==> src/rtl/tdp18k_init_loader_pkg.sv <==
// Shared types and helpers for the x18 RAM init/verify engines.
package tdp18k_init_loader_pkg;

    localparam int         CHK_W  = 18;
    localparam int         CNT_W  = 10;
    localparam int         ADDR_W = 14;
    localparam logic [1:0] BE_X18 = 2'b11;

    typedef enum logic [2:0] {
        ST_IDLE,
        ST_WRITE,
        ST_DRAIN,
        ST_READ,
        ST_CHECK,
        ST_DONE
    } state_t;

    // Rotate-left-by-one then XOR in the new {parity, data} word.
    function automatic logic [CHK_W-1:0] chk18_fold(input logic [CHK_W-1:0] chk,
                                                    input logic [CHK_W-1:0] word);
        return {chk[CHK_W-2:0], chk[CHK_W-1]} ^ word;
    endfunction

endpackage

==> src/rtl/tdp18k_init_loader_if.sv <==
// Stream, status and RAM-port signals of the init loader.
// master = loader side, slave = host/stream source plus attached RAM port.
interface tdp18k_init_loader_if;
    import tdp18k_init_loader_pkg::*;

    logic              START;
    logic              S_VALID;
    logic              S_READY;
    logic [15:0]       S_DATA;
    logic [1:0]        S_PARITY;
    logic              BUSY;
    logic              DONE;
    logic              PASS;
    logic              WEN;
    logic              REN;
    logic [1:0]        BE;
    logic [ADDR_W-1:0] ADDR;
    logic [15:0]       WDATA;
    logic [1:0]        WPARITY;
    logic [15:0]       RDATA;
    logic [1:0]        RPARITY;

    modport master (
        input  START, S_VALID, S_DATA, S_PARITY, RDATA, RPARITY,
        output S_READY, BUSY, DONE, PASS, WEN, REN, BE, ADDR, WDATA, WPARITY
    );

    modport slave (
        output START, S_VALID, S_DATA, S_PARITY, RDATA, RPARITY,
        input  S_READY, BUSY, DONE, PASS, WEN, REN, BE, ADDR, WDATA, WPARITY
    );

endinterface

==> src/rtl/tdp18k_chk18.sv <==
// 18-bit rolling checksum register; clear wins over enable.
module tdp18k_chk18
    import tdp18k_init_loader_pkg::*;
(
    input  logic             i_clk,
    input  logic             i_rst,
    input  logic             i_clr,
    input  logic             i_en,
    input  logic [CHK_W-1:0] i_word,
    output logic [CHK_W-1:0] o_chk
);

    logic [CHK_W-1:0] r_chk;

    // Accumulate one word per enabled cycle.
    always_ff @(posedge i_clk) begin
        if (i_rst || i_clr) begin
            r_chk <= '0;
        end else if (i_en) begin
            r_chk <= chk18_fold(r_chk, i_word);
        end
    end

    assign o_chk = r_chk;

endmodule

==> src/rtl/tdp18k_init_loader.sv <==
// Loads a streamed x18 image into one RAM port, reads it back and
// compares write-side and read-side rolling checksums.
//
// state    | meaning
// ---------+----------------------------------------------------------
// ST_IDLE  | waiting for START, all outputs quiet
// ST_WRITE | S_READY high, each accepted beat becomes one registered write
// ST_DRAIN | last write visible on the port, counter cleared for readback
// ST_READ  | one read per cycle over the whole region
// ST_CHECK | last read word folded in, checksums compared
// ST_DONE  | DONE high, PASS held until next START
module tdp18k_init_loader
    import tdp18k_init_loader_pkg::*;
#(
    parameter int DEPTH    = 1024,
    parameter int ADDR_LSB = 4
) (
    input logic                  CLK,
    input logic                  RST,
    tdp18k_init_loader_if.master bus
);

    localparam logic [CNT_W-1:0] LAST = CNT_W'(DEPTH - 1);

    state_t             r_state;
    logic [CNT_W-1:0]   r_cnt;
    logic               r_wen;
    logic               r_ren;
    logic               r_rd_pend;
    logic [ADDR_W-1:0]  r_addr;
    logic [15:0]        r_wdata;
    logic [1:0]         r_wpar;
    logic               r_sready;
    logic               r_busy;
    logic               r_done;
    logic               r_pass;

    logic               w_start;
    logic               w_beat;
    logic [CHK_W-1:0]   w_wr_word;
    logic [CHK_W-1:0]   w_rd_word;
    logic [CHK_W-1:0]   w_wr_chk;
    logic [CHK_W-1:0]   w_rd_chk;

    function automatic logic [ADDR_W-1:0] idx2addr(input logic [CNT_W-1:0] idx);
        return ADDR_W'(idx) << ADDR_LSB;
    endfunction

    assign w_start   = bus.START && ((r_state == ST_IDLE) || (r_state == ST_DONE));
    assign w_beat    = bus.S_VALID && r_sready;
    assign w_wr_word = {bus.S_PARITY, bus.S_DATA};
    assign w_rd_word = {bus.RPARITY, bus.RDATA};

    tdp18k_chk18 u_wr_chk (
        .i_clk  (CLK),
        .i_rst  (RST),
        .i_clr  (w_start),
        .i_en   (w_beat),
        .i_word (w_wr_word),
        .o_chk  (w_wr_chk)
    );

    // Read data arrives the cycle after REN, so the read side folds on the delayed REN.
    tdp18k_chk18 u_rd_chk (
        .i_clk  (CLK),
        .i_rst  (RST),
        .i_clr  (w_start),
        .i_en   (r_rd_pend),
        .i_word (w_rd_word),
        .o_chk  (w_rd_chk)
    );

    // Sequencer with registered RAM-port and status outputs.
    always_ff @(posedge CLK) begin
        if (RST) begin
            r_state   <= ST_IDLE;
            r_cnt     <= '0;
            r_wen     <= 1'b0;
            r_ren     <= 1'b0;
            r_rd_pend <= 1'b0;
            r_addr    <= '0;
            r_wdata   <= '0;
            r_wpar    <= '0;
            r_sready  <= 1'b0;
            r_busy    <= 1'b0;
            r_done    <= 1'b0;
            r_pass    <= 1'b0;
        end else begin
            r_wen     <= 1'b0;
            r_ren     <= 1'b0;
            r_rd_pend <= r_ren;
            case (r_state)
                ST_IDLE, ST_DONE: begin
                    if (w_start) begin
                        r_state  <= ST_WRITE;
                        r_cnt    <= '0;
                        r_addr   <= '0;
                        r_sready <= 1'b1;
                        r_busy   <= 1'b1;
                        r_done   <= 1'b0;
                        r_pass   <= 1'b0;
                    end
                end
                ST_WRITE: begin
                    if (w_beat) begin
                        r_wen   <= 1'b1;
                        r_addr  <= idx2addr(r_cnt);
                        r_wdata <= bus.S_DATA;
                        r_wpar  <= bus.S_PARITY;
                        r_cnt   <= r_cnt + 10'd1;
                        if (r_cnt == LAST) begin
                            r_state  <= ST_DRAIN;
                            r_sready <= 1'b0;
                        end
                    end
                end
                ST_DRAIN: begin
                    r_state <= ST_READ;
                    r_cnt   <= '0;
                    r_ren   <= 1'b1;
                    r_addr  <= '0;
                end
                ST_READ: begin
                    if (r_cnt == LAST) begin
                        r_state <= ST_CHECK;
                        r_addr  <= '0;
                    end else begin
                        r_ren  <= 1'b1;
                        r_cnt  <= r_cnt + 10'd1;
                        r_addr <= idx2addr(r_cnt + 10'd1);
                    end
                end
                ST_CHECK: begin
                    // Compare against the read sum including the word arriving this cycle.
                    r_state <= ST_DONE;
                    r_busy  <= 1'b0;
                    r_done  <= 1'b1;
                    r_pass  <= (w_wr_chk == chk18_fold(w_rd_chk, w_rd_word));
                end
                default: begin
                    r_state <= ST_IDLE;
                end
            endcase
        end
    end

    assign bus.S_READY = r_sready;
    assign bus.BUSY    = r_busy;
    assign bus.DONE    = r_done;
    assign bus.PASS    = r_pass;
    assign bus.WEN     = r_wen;
    assign bus.REN     = r_ren;
    assign bus.BE      = BE_X18;
    assign bus.ADDR    = r_addr;
    assign bus.WDATA   = r_wdata;
    assign bus.WPARITY = r_wpar;

endmodule
==> src/flat_wrapper.sv <==
// flat-port wrapper written by rule: the top's interface ports become plain ports
module tdp18k_init_loader_flat import tdp18k_init_loader_pkg::*;
#(
    parameter int DEPTH    = 1024,
    parameter int ADDR_LSB = 4
)
  (CLK, RST, bus_START, bus_S_VALID, bus_S_DATA, bus_S_PARITY, bus_RDATA, bus_RPARITY, bus_S_READY, bus_BUSY, bus_DONE, bus_PASS, bus_WEN, bus_REN, bus_BE, bus_ADDR, bus_WDATA, bus_WPARITY);
  tdp18k_init_loader_if bus_i ();
  input logic CLK;
  input logic RST;
  input wire logic [$bits(bus_i.START)-1:0] bus_START;
  input wire logic [$bits(bus_i.S_VALID)-1:0] bus_S_VALID;
  input wire logic [$bits(bus_i.S_DATA)-1:0] bus_S_DATA;
  input wire logic [$bits(bus_i.S_PARITY)-1:0] bus_S_PARITY;
  input wire logic [$bits(bus_i.RDATA)-1:0] bus_RDATA;
  input wire logic [$bits(bus_i.RPARITY)-1:0] bus_RPARITY;
  output wire logic [$bits(bus_i.S_READY)-1:0] bus_S_READY;
  output wire logic [$bits(bus_i.BUSY)-1:0] bus_BUSY;
  output wire logic [$bits(bus_i.DONE)-1:0] bus_DONE;
  output wire logic [$bits(bus_i.PASS)-1:0] bus_PASS;
  output wire logic [$bits(bus_i.WEN)-1:0] bus_WEN;
  output wire logic [$bits(bus_i.REN)-1:0] bus_REN;
  output wire logic [$bits(bus_i.BE)-1:0] bus_BE;
  output wire logic [$bits(bus_i.ADDR)-1:0] bus_ADDR;
  output wire logic [$bits(bus_i.WDATA)-1:0] bus_WDATA;
  output wire logic [$bits(bus_i.WPARITY)-1:0] bus_WPARITY;
  assign bus_i.START = bus_START;
  assign bus_i.S_VALID = bus_S_VALID;
  assign bus_i.S_DATA = bus_S_DATA;
  assign bus_i.S_PARITY = bus_S_PARITY;
  assign bus_i.RDATA = bus_RDATA;
  assign bus_i.RPARITY = bus_RPARITY;
  assign bus_S_READY = bus_i.S_READY;
  assign bus_BUSY = bus_i.BUSY;
  assign bus_DONE = bus_i.DONE;
  assign bus_PASS = bus_i.PASS;
  assign bus_WEN = bus_i.WEN;
  assign bus_REN = bus_i.REN;
  assign bus_BE = bus_i.BE;
  assign bus_ADDR = bus_i.ADDR;
  assign bus_WDATA = bus_i.WDATA;
  assign bus_WPARITY = bus_i.WPARITY;
  tdp18k_init_loader #(.DEPTH(DEPTH), .ADDR_LSB(ADDR_LSB)) u_core (.CLK(CLK), .RST(RST), .bus(bus_i));
endmodule
==> config.mk <==
export PLATFORM = sky130hd
export DESIGN_NAME = tdp18k_init_loader_flat
export DESIGN_NICKNAME = d
export VERILOG_FILES = /design/src/rtl/tdp18k_init_loader_pkg.sv /design/src/rtl/tdp18k_init_loader_if.sv /design/src/rtl/tdp18k_chk18.sv /design/src/rtl/tdp18k_init_loader.sv /design/src/flat_wrapper.sv
export SDC_FILE = /design/constraint.sdc
export NUM_CORES = 1
export LEC_CHECK = 0
export CAP_MARGIN = 30
export CORE_MARGIN = 3
export CORE_UTILIZATION = 35
export DETAILED_ROUTE_END_ITERATION = 10
export GPL_TIMING_DRIVEN = 0
export PLACE_DENSITY = 0.65
export SLEW_MARGIN = 40
export SYNTH_ARGS = -nofsm -noshare
export SYNTH_HDL_FRONTEND = slang
export SYNTH_SLANG_ARGS = --single-unit
==> constraint.sdc <==
create_clock -name CLK -period 2.1 [get_ports CLK]
set_input_delay 0.315 -clock CLK [delete_from_list [all_inputs] [get_ports CLK]]
set_output_delay 0.315 -clock CLK [all_outputs]
set_load 0.01 [all_outputs]
==> impl_metrics.ini <==
[routing]
firstDrtPassIters = 4
vias_per_cell = 5.03
route.met3.wl_um = 542
drc = 0
met2_length_um = 4950
drt_wl_total_um = 10700
via_count = 3493
ant_nets = 0
wl_per_cell_um = 15.4
highest_layer = met4
met1Wirelength_um = 5070
drt_iter0_drc = 204

[logic_synthesis]
yosys_warnings = 0
yosysSeqAreaShare = 0.424
netlist_instances = 462
synth_edf_count = 0
syn-cell-area_um2 = 3970
synthArstFlopShare = 0
avgSynthCellArea_um2 = 8.59
synthFlopType = dfxtp_1
ys_types = 52
synth.ff_latch_count = 84

[sta]
fin_crit_ns = 1.99
rsz0062_at_grt = false
max_slew.worst_pin.slew_ns = 0.619
setup-violations-final = 0
fin_skew_ns = 0.0100
post-route-period-util = 0.950
fin_hold_ws_ns = 0.454
drv_slew = 0
relSlewSlack = 0.587
hold_viol = 0
fmax_mhz = 501
setup_tns_ns = 0

[setup_path]
cp-start-kind = register
cp.arrival_ns = 2.22
path_max_fanout = 7
crit_required_ns = 2.33
crit_type = register to register
endpoint_kind = register

[finish]
drive_above_1_share = 0.0829
layout.nets = 591
multiInputGateArea_um2 = 2120
instances_no_fill = 695
n_fill_cell = 1053
layout-area-overhead-vs-synth_pct = 30.0
fin_area_um2 = 5160
fin_util = 0.470
seq_area_um2 = 1680
diodes = 0

[clock_network]
clkTransAtPathRegs_ns = 0.06
worstSkewPairLatency_ns = 0.34
cts.repair_timing.setup_buffer_count = 0
clock-sinks = 84
cts_made_buffers = 9
cts-root-buf = clkbuf_16
cts_tree = done
ctsHtreeMaxLevel = 3
cts_hold_buf = 0
clk_path_buf_depth = 2

[placed_design]
gp_congestion = 0.888
placed_cell_area_um2 = 4890
dp_cells = 679
io_buffers = 73
dp_hpwl_um = 8030

[power_and_ir_drop]
p_leak_nw = 1.79
switching_share = 0.249
combPwrFrac = 0.108
p_per_area_nw_per_um2 = 671
ir_drop_v = 0.000340
p_switching_w = 0.000861
p_int_w = 0.00260
clkPwrFrac = 0.415
seq_power_share = 0.477

[floorplan]
coreArea_um2 = 11000
io_pins = 80
start_util = 0.361
dieWidth_um = 113
die_h_um = 113
dieArea_um2 = 12700
rows = 38

[global_routing]
antenna_found_initial = 0
grt_pass1_wl_um = 17500
grt_max_degree = 14
grt_usage = 0.172
grt-ovfl-total = 0
first_global_vias = 3440

[flow_run]
maxCapViolations = 0

[hold_path]
min_path_type = register to register

[status]
outcome = complete, no violations
stage by stage:
step / setup WS [ns] / total power [W]
floorplan: 0.245 / 0.00189
detailed placement: -0.304 / 0.00206
global route: 0.00743 / 0.00360
global placement: -0.297 / 0.00206
CTS: 0.0524 / 0.00349
finish: 0.105 / 0.00347
power by group through the flow:
| stage | Sequential, W | Combinational [W] | Clock (W) |
|---|---|---|---|
| 3_5_place_dp | 0.00169 | 0.000373 | 0 |
| 3_3_place_gp | 0.00169 | 0.000370 | 0 |
| 6_report | 0.00165 | 0.000375 | 0.00144 |
| 2_1_floorplan | 0.00168 | 0.000202 | 0 |
| 4_1_cts | 0.00165 | 0.000376 | 0.00146 |
| 5_1_grt | 0.00166 | 0.000411 | 0.00154 |
Yosys cell counts (2+ instances only):
| master | instances | share of area |
|---|---|---|
| nor4_1 | 4 | 0.0063 |
| xnor2_1 | 36 | 0.079 |
| a211oi_1 | 42 | 0.079 |
| nand2_1 | 61 | 0.058 |
| nor3_4 | 2 | 0.0082 |
| nor2_1 | 56 | 0.053 |
| and2_1 | 3 | 0.0047 |
| or3b_1 | 2 | 0.0044 |
| nor3b_1 | 2 | 0.0038 |
| and3b_1 | 2 | 0.0044 |
| xor2_1 | 22 | 0.049 |
| nand4_1 | 4 | 0.0063 |
| a21o_1 | 2 | 0.0038 |
| o21ai_1 | 3 | 0.0038 |
| buf_2 | 11 | 0.014 |
| buf_4 | 6 | 0.011 |
| nand3_1 | 5 | 0.0063 |
| a311oi_1 | 2 | 0.0044 |
| inv_1 | 3 | 0.0028 |
| a21oi_1 | 33 | 0.042 |
| clkbuf_1 | 18 | 0.017 |
| o21ai_0 | 9 | 0.011 |
| conb_1 | 2 | 0.0019 |
| nor2b_1 | 5 | 0.0079 |
| nor3_1 | 5 | 0.0063 |
| nand2b_1 | 2 | 0.0032 |
| a32o_1 | 3 | 0.0076 |
| dfxtp_1 | 84 | 0.42 |
| o2bb2ai_1 | 2 | 0.0044 |
| buf_1 | 3 | 0.0028 |
| a22o_1 | 3 | 0.0066 |
| a31oi_1 | 3 | 0.0047 |
| o21a_1 | 2 | 0.0038 |
| or3_1 | 2 | 0.0032 |
final cells by class:
class                           instances  share of cell area
Buffer                                 38              0.0354
Timing Repair Buffer                   73               0.142
Clock buffer                           12              0.0458
Multi-Input combinational cell        341               0.410
Sequential cell                        84               0.326
Clock inverter                          4             0.00509
Inverter                                3             0.00218
Tap cell                              140              0.0339
logic make-up (layout without fill, tap and decap cells):
family	count (synthesis)	in the layout	synth area share
buffers and inverters	41	130	0.0479
AOI/OAI and AO/OA	113	113	0.196
other	2	6	0.00189
DFF	84	84	0.424
xor gates and xnor gates	58	58	0.128
adders and majority gates	1	1	0.00315
and+or+nand+nor	162	162	0.197
muxes	1	1	0.00252
placed cells by master, fill, tap and decap left out, types with 3 or more instances in the layout:
| cell | synthesis | final |
|---|---|---|
| a211oi_1 | 42 | 42 |
| a21oi_1 | 33 | 33 |
| a22o_1 | 3 | 3 |
| a31oi_1 | 3 | 3 |
| a32o_1 | 3 | 3 |
| and2_1 | 3 | 3 |
| buf_2 | 11 | 11 |
| buf_4 | 6 | 6 |
| clkbuf_1 | 18 | 19 |
| clkbuf_16 | 0 | 9 |
| clkbuf_2 | 0 | 3 |
| clkdlybuf4s50_1 | 0 | 73 |
| conb_1 | 2 | 6 |
| dfxtp_1 | 84 | 84 |
| inv_1 | 3 | 3 |
| nand2_1 | 61 | 61 |
| nand3_1 | 5 | 5 |
| nand4_1 | 4 | 4 |
| nor2_1 | 56 | 55 |
| nor2b_1 | 5 | 5 |
| nor3_1 | 5 | 5 |
| nor4_1 | 4 | 4 |
| o21ai_0 | 9 | 9 |
| o21ai_1 | 3 | 3 |
| xnor2_1 | 36 | 36 |
| xor2_1 | 22 | 22 |
critical path: stages (launching register included):
cell and delay [ns]:
dfxtp_1 0.43, ha_2 0.30, nand4_4 0.19, nor2_2 0.24
nor2_1 0.08, or3b_1 0.39, a32o_1 0.25
repair_timing:
| action | CTS | global route |
|---|---|---|
| endpoints found under the setup margin | 1 | 24 |
| resized for setup | 1 | 6 |
| pin swaps | 0 | 2 |
routing by layer:
layer | global-route usage | up-vias
li1 | - | 1765
met1 | 0.235 | 1619
met2 | 0.272 | 95
met3 | 0.0334 | 14
met4 | 0.0625 | 0
met5 | 0 | -
final timing paths:
kind / from / end / slack (ns) / cells past startpoint
setup / recovery: u_core.r_cnt[0] / u_core.bus.ADDR[13] / 0.11 / 6
hold / removal: u_core.bus.WDATA[1] / u_core.bus.WDATA[1] / 0.45 / 2
setup reg to reg: u_core.r_cnt[0] / u_core.bus.ADDR[13] / 0.11 / 6
hold reg to reg: u_core.bus.WDATA[1] / u_core.bus.WDATA[1] / 0.45 / 2
registers in the layout, indices dropped and copies added (netlist names), 2 cells and up:
| name | count |
|---|---|
| u_core.r_state | 3 |
| u_core.u_rd_chk.o_chk | 18 |
| u_core.bus.WPARITY | 2 |
| u_core.r_cnt | 10 |
| u_core.bus.WDATA | 16 |
| u_core.bus.ADDR | 10 |
| u_core.u_wr_chk.o_chk | 18 |
Power figures use the tool's default switching activity.
